`src/rtl/des_sbox_arbiter.sv`:
```
// Round-robin arbiter sharing one DES S-box bank between two round engines.
// Two-edge latency: accept -> stage-1 register -> per-requester response slot.
module des_sbox_arbiter #(
  parameter int unsigned TAG_W = 4
) (
  input  logic             clk,
  input  logic             n_rst,
  input  logic             clear,
  input  logic             req_valid_a,
  input  logic [47:0]      req_data_a,
  input  logic [TAG_W-1:0] req_tag_a,
  output logic             req_ready_a,
  input  logic             req_valid_b,
  input  logic [47:0]      req_data_b,
  input  logic [TAG_W-1:0] req_tag_b,
  output logic             req_ready_b,
  output logic [47:0]      sub_in,
  input  logic [31:0]      sub_out,
  output logic             rsp_valid_a,
  output logic [31:0]      rsp_data_a,
  output logic [TAG_W-1:0] rsp_tag_a,
  input  logic             rsp_ready_a,
  output logic             rsp_valid_b,
  output logic [31:0]      rsp_data_b,
  output logic [TAG_W-1:0] rsp_tag_b,
  input  logic             rsp_ready_b,
  output logic             busy
);

  localparam logic OwnerA = 1'b0;
  localparam logic OwnerB = 1'b1;

  logic             s1_valid_q, s1_valid_d;
  logic             s1_owner_q, s1_owner_d;
  logic [47:0]      s1_data_q, s1_data_d;
  logic [TAG_W-1:0] s1_tag_q, s1_tag_d;
  logic             last_grant_q, last_grant_d;
  logic             slot_a_valid_q, slot_a_valid_d;
  logic [31:0]      slot_a_data_q, slot_a_data_d;
  logic [TAG_W-1:0] slot_a_tag_q, slot_a_tag_d;
  logic             slot_b_valid_q, slot_b_valid_d;
  logic [31:0]      slot_b_data_q, slot_b_data_d;
  logic [TAG_W-1:0] slot_b_tag_q, slot_b_tag_d;
  logic             elig_a, elig_b, grant_a, grant_b;

  // A requester may not issue while its own word is in stage 1 or its slot is stuck.
  always_comb begin
    elig_a  = req_valid_a && !(s1_valid_q && s1_owner_q == OwnerA)
              && !(slot_a_valid_q && !rsp_ready_a);
    elig_b  = req_valid_b && !(s1_valid_q && s1_owner_q == OwnerB)
              && !(slot_b_valid_q && !rsp_ready_b);
    grant_a = 1'b0;
    grant_b = 1'b0;
    if (n_rst && !clear) begin
      if (elig_a && elig_b) begin
        grant_a = (last_grant_q == OwnerB);
        grant_b = (last_grant_q == OwnerA);
      end else begin
        grant_a = elig_a;
        grant_b = elig_b;
      end
    end
  end

  always_comb begin
    s1_valid_d     = grant_a | grant_b;
    s1_owner_d     = s1_owner_q;
    s1_data_d      = s1_data_q;
    s1_tag_d       = s1_tag_q;
    last_grant_d   = last_grant_q;
    slot_a_valid_d = slot_a_valid_q;
    slot_a_data_d  = slot_a_data_q;
    slot_a_tag_d   = slot_a_tag_q;
    slot_b_valid_d = slot_b_valid_q;
    slot_b_data_d  = slot_b_data_q;
    slot_b_tag_d   = slot_b_tag_q;

    if (grant_a) begin
      s1_owner_d   = OwnerA;
      s1_data_d    = req_data_a;
      s1_tag_d     = req_tag_a;
      last_grant_d = OwnerA;
    end else if (grant_b) begin
      s1_owner_d   = OwnerB;
      s1_data_d    = req_data_b;
      s1_tag_d     = req_tag_b;
      last_grant_d = OwnerB;
    end

    if (slot_a_valid_q && rsp_ready_a) slot_a_valid_d = 1'b0;
    if (slot_b_valid_q && rsp_ready_b) slot_b_valid_d = 1'b0;

    // A reload in the same edge as a pop takes priority.
    if (s1_valid_q && s1_owner_q == OwnerA) begin
      slot_a_valid_d = 1'b1;
      slot_a_data_d  = sub_out;
      slot_a_tag_d   = s1_tag_q;
    end
    if (s1_valid_q && s1_owner_q == OwnerB) begin
      slot_b_valid_d = 1'b1;
      slot_b_data_d  = sub_out;
      slot_b_tag_d   = s1_tag_q;
    end

    if (clear) begin
      s1_valid_d     = 1'b0;
      slot_a_valid_d = 1'b0;
      slot_b_valid_d = 1'b0;
    end
  end

  always_ff @(posedge clk or negedge n_rst) begin
    if (!n_rst) begin
      s1_valid_q     <= 1'b0;
      s1_owner_q     <= OwnerA;
      s1_data_q      <= '0;
      s1_tag_q       <= '0;
      last_grant_q   <= OwnerB;
      slot_a_valid_q <= 1'b0;
      slot_a_data_q  <= '0;
      slot_a_tag_q   <= '0;
      slot_b_valid_q <= 1'b0;
      slot_b_data_q  <= '0;
      slot_b_tag_q   <= '0;
    end else begin
      s1_valid_q     <= s1_valid_d;
      s1_owner_q     <= s1_owner_d;
      s1_data_q      <= s1_data_d;
      s1_tag_q       <= s1_tag_d;
      last_grant_q   <= last_grant_d;
      slot_a_valid_q <= slot_a_valid_d;
      slot_a_data_q  <= slot_a_data_d;
      slot_a_tag_q   <= slot_a_tag_d;
      slot_b_valid_q <= slot_b_valid_d;
      slot_b_data_q  <= slot_b_data_d;
      slot_b_tag_q   <= slot_b_tag_d;
    end
  end

  assign req_ready_a = grant_a;
  assign req_ready_b = grant_b;
  assign sub_in      = s1_data_q;
  assign rsp_valid_a = slot_a_valid_q;
  assign rsp_data_a  = slot_a_data_q;
  assign rsp_tag_a   = slot_a_tag_q;
  assign rsp_valid_b = slot_b_valid_q;
  assign rsp_data_b  = slot_b_data_q;
  assign rsp_tag_b   = slot_b_tag_q;
  assign busy        = s1_valid_q | slot_a_valid_q | slot_b_valid_q;

endmodule

```
`config.mk`:
```
export PLATFORM = sky130hd
export DESIGN_NAME = des_sbox_arbiter
export DESIGN_NICKNAME = d
export VERILOG_FILES = /design/src/rtl/des_sbox_arbiter.sv
export SDC_FILE = /design/constraint.sdc
export NUM_CORES = 1
export LEC_CHECK = 0
export ABC_CLOCK_PERIOD_IN_PS = 3000
export CORE_MARGIN = 5
export CORE_UTILIZATION = 43
export DETAILED_ROUTE_END_ITERATION = 8
export GPL_TIMING_DRIVEN = 0
export PLACE_DENSITY_LB_ADDON = 0.05
export SLEW_MARGIN = 15
export SYNTH_ARGS = -nofsm -noshare
export SYNTH_HDL_FRONTEND = slang
export SYNTH_SLANG_ARGS = --single-unit
```
`constraint.sdc`:
```
create_clock -name clk -period 3 [get_ports clk]
set_input_delay 0.9 -clock clk [delete_from_list [all_inputs] [get_ports clk]]
set_output_delay 0.9 -clock clk [all_outputs]
set_load 0.02 [all_outputs]
```
==> Word-level counts from Yosys, hierarchy flattened <==
Cells that the tools add are included.
{ "totals": {"inputBits": 143, "register_bits": 129, "wordCells": 55} }
{ "op_classes": {"n_mux": 17, "n_reduce_logical": 22, "bitwise": 5} }
{ "op_table": {"columns": ["op", "count"], "rows": [
  ["$mux W48", 2],
  ["$mux W1", 13],
  ["$logic_and A1 B1 Y1", 12],
  ["$mux W4", 2],
  ["$logic_not A1 Y1", 7],
  ["$reduce_bool A3 Y1", 2],
  ["$or A1 B1 Y1", 3],
  ["$not A1 Y1", 2],
  ["$reduce_bool A2 Y1", 1]
]} }

==> Logic depth before layout (Yosys ltp) <==
{ "logic_depth": {"ltp_word": 10, "depth_mapped": 6, "depth_no_buf": 4} }

==> Worst setup path after synthesis <==
No wires, ideal clock.
{ "synth_path": {"path_type": "input to output", "from": "in n_rst", "to": "out req_ready_b", "arrival_time_ns": 1.802, "slack_ns": 0.298, "cell_stages": 4, "cell_sequence": "nor2b_1 -> nand4_1 -> buf_2 -> nor2_1"} }
{ "synth_via": {"elab_chain_cells": 2} }
{ "synth_rtl": {"columns": ["item", "line", "source"], "rows": [
  ["start, declared", "7", "input logic n_rst,"],
  ["$logic_and A1 B1 Y1", "54", "if (n_rst && !clear) begin"],
  ["$mux W1", "54", null],
  ["end, declared", "16", "output logic req_ready_b,"]
]} }
No other way between the ends.

==> Final worst setup path <==
{ "layout_path": {"from": "in rsp_ready_b", "to": "out req_ready_b"} }
{ "layout_via": {"elab_chain_cells": 7} }
{ "layout_rtl": {"columns": ["item", "line", "source"], "rows": [
  ["start, declared", "26", "input logic rsp_ready_b,"],
  ["$logic_not A1 Y1 (*)", "51", "&& !(slot_b_valid_q && !rsp_ready_b);"],
  ["$logic_and A1 B1 Y1 (*)", "51", null],
  ["$logic_not A1 Y1 (*)", "51", null],
  ["$logic_and A1 B1 Y1 (*)", "51", null],
  ["$logic_and A1 B1 Y1", "55", "if (elig_a && elig_b) begin"],
  ["$mux W1 (*)", "55", null],
  ["$mux W1 (*)", "54", null]
]} }
Every way passes the cells marked *; elsewhere a longest branch is shown, timed or not.

==> metrics.csv <==
metric,value,unit
status,completed,
synthAdderAreaFrac,0,%
ant_nets,0,
finalHoldViolations,0,
synth.avg_cell_area,14.9,sq um
ys_seq_area_share,60.7,%
drc,0,
yosysWarnings,0,
grt_use_total,23.2,%
p_per_area,869,nW/um^2
syn-cell-area,5320,sq um
routed_wl,16700,microns
required,2100,ps
grt_pass1_wl,26100,microns
critical_path_class,primary input to output port,
critPathLaunchType,primary input,
clkTransAtPathRegs,50,ps
cts_tree,built,
fin_crit_sh,97.6,%
num_vias,4369,
hp-class,primary input to asynchronous set/reset pin,
grt_max_degree,37,
drtIter0Drc,226,
p_leak,3.72,nW
syn_inst,357,
grt_setup_unrepaired,no,
hold_buffers,0,
synth_top_family_by_area,multiplexers,
start_util,44.1,%
timing.max_cap.violations,0,
cp-end-kind,output port,
cts.sinks,129,
areaGrowthSynthToFinish,68.2,%
ys_types,20,
critPathMaxFanout,10,
ff_latch_area,3230,sq um
antenna_found_initial,1,
period_needed,2930,ps
yosys.area_share.simple,9.13,%
fillCellCount,830,
rows,40,
fp.coreArea,12100,sq um
fin_nets,794,
io_buffers,267,
setup_viol,0,
die_x,121,microns
p_seq_share,34.6,%
synth_compound_area_share,10.2,%
dp_hpwl,12200,microns
holdWs,353,ps
synth_mux_area_share,15.3,%
firstDrtPassIters,4,
avgViaCountPerCell,5.25,
multiInputGateArea,1870,sq um
clkLatencyLatePin,410,ps
combPwrFrac,40.7,%
p_int,5.29,mW
gp_congestion,0.780,
syn_nets,500,
crit_arrival,2030,ps
sw_frac_of_total,31.9,%
vdd_drop_max,0.356,mV
grt_pass1_vias,4774,
grt-ovfl-total,0,
ios,268,
total_power,7.77,mW
fmax,0.341,GHz
drive_gt1_share,22.2,%
routedWlPerCell,20.1,microns
dpl_cell_area,8230,sq um
fin_worst_skew,6.13,ps
p_sw,2.48,mW
clock_power_share,24.7,%
synth_xor_area_share,0,%
slew_viol_final,0,
htreeDepth,4,
synth-seq-cells,129,
cts_buffers,17,
cts-root-buf,clkbuf_16,
clockBufferDepth,2,
worst_pin_slew,555,ps
slew_headroom,63.0,%
dieArea,14700,sq um
die_h,121,microns
final_cell_area,8940,sq um
-- layer usage --
metal,vias to the layer above,wire [microns],track usage (%)
met5,-,0,0
met2,194,8720,39.9
met4,0,403,8.96
met3,36,1350,7.74
li1,1944,-,-
met1,2195,6240,26.7
-- cells by family (layout without fill, tap and decap cells) --
family | Yosys count | after routing
AND/OR/NAND/NOR | 67 | 67
buffers and inverters | 33 | 339
AO/OA/AOI/OAI | 56 | 56
other | 0 | 1
multiplexers | 72 | 72
flip-flops | 129 | 129
-- synthesized netlist by cell type --
cell type	count	area, sq um
a21oi_1	3	15.0
a221o_1	52	521
buf_2	12	60.1
buf_4	5	37.5
buf_6	12	135
clkbuf_1	1	3.75
dfrtp_1	128	3200
dfstp_2	1	26.3
inv_1	3	11.3
mux2_2	72	811
nand2_1	3	11.3
nand2b_1	1	6.26
nand4_1	2	12.5
nor2_1	1	3.75
nor2b_1	4	25.0
nor3_4	1	16.3
nor3b_1	53	398
o21a_1	1	7.51
or2_1	1	6.26
or3_1	1	6.26
-- sequential cells by signal (all words and copies together) (netlist names), 4 cells and up --
| register | count |
|---|---|
| sub_in | 48 |
| rsp_data_a | 32 |
| rsp_data_b | 32 |
| rsp_tag_a | 4 |
| rsp_tag_b | 4 |
| s1_tag_q | 4 |
-- layout by cell type (no fill, tap or decap), drive strengths merged, types with 2 or more instances in the layout --
master and count:
clkdlybuf4s50 261, dfrtp 128, mux2 72, nor3b 53
a221o 52, buf 37, clkbuf 26, clkinv 5
nor2b 4, inv 3, a21oi 3, bufbuf 3
dlygate4sd2 3, nand2 3, nand4 2
-- what timing repair did --
| action | CTS | global route |
|---|---|---|
| pin swaps | 4 | 1 |
| gates resized for setup | 24 | 5 |
| endpoints found under the hold margin | 0 | 0 |
| buffers inserted | 5 | 1 |
| cloned | 3 | 0 |
| endpoints found under the setup margin | 2 | 2 |
-- worst max-delay path, stage by stage --
cell             delay (ps)
clkdlybuf4s50_1         460
nand2b_4                130
nand4_1                 150
buf_6                   190
nor2_4                   80
buf_6                   120
-- per-stage QoR --
stage               utilization (%)  worst slack [ps]  TNS [ps]  std cells
floorplan                         -               298         0        357
global placement               68.0             -5330   -746980        792
detailed placement             68.2             -1420    -23070        793
CTS                            74.1              4.10         0        831
global route                   74.1              4.67         0        832
finish                         74.1              70.6         0        832
-- layout make-up --
| class | instances | share of cell area (%) |
|---|---|---|
| diodes | 1 | 0.0280 |
| plain buffers | 29 | 2.70 |
| clock buffers | 25 | 5.54 |
| clock inverters | 6 | 0.616 |
| inverters | 3 | 0.126 |
| multi-input cells | 195 | 20.9 |
| flip-flops and latches | 129 | 36.1 |
| well taps | 168 | 2.35 |
| repair buffers | 276 | 31.7 |
-- path summary, 6_finish.rpt --
path | startpoint | endpoint | slack (ps) | cells after the start
max | rsp_ready_b | req_ready_b | 70 | 6
min | n_rst | rsp_data_a[23]$_DFFE_PN0P_ | 350 | 1
max reg2reg | s1_valid_q$_DFF_PN0_ | sub_in[38]$_DFFE_PN0P_ | 1000 | 8
min reg2reg | rsp_data_b[12]$_DFFE_PN0P_ | rsp_data_b[12]$_DFFE_PN0P_ | 500 | 1
max in group asynchronous | n_rst | rsp_data_a[31]$_DFFE_PN0P_ | 2070 | 2
min in group clk | rsp_data_b[12]$_DFFE_PN0P_ | rsp_data_b[12]$_DFFE_PN0P_ | 500 | 1
-- power groups by stage --
stage / Combinational (mW) / Sequential [mW] / Clock, mW
global placement: 3.10 / 2.68 / 0
detailed placement: 3.16 / 2.71 / 0
finish: 3.16 / 2.69 / 1.92
floorplan: 0.725 / 3.42 / 0
global route: 3.32 / 2.77 / 2.02
CTS: 3.20 / 2.69 / 1.94
(Power assumes the default switching activity.)
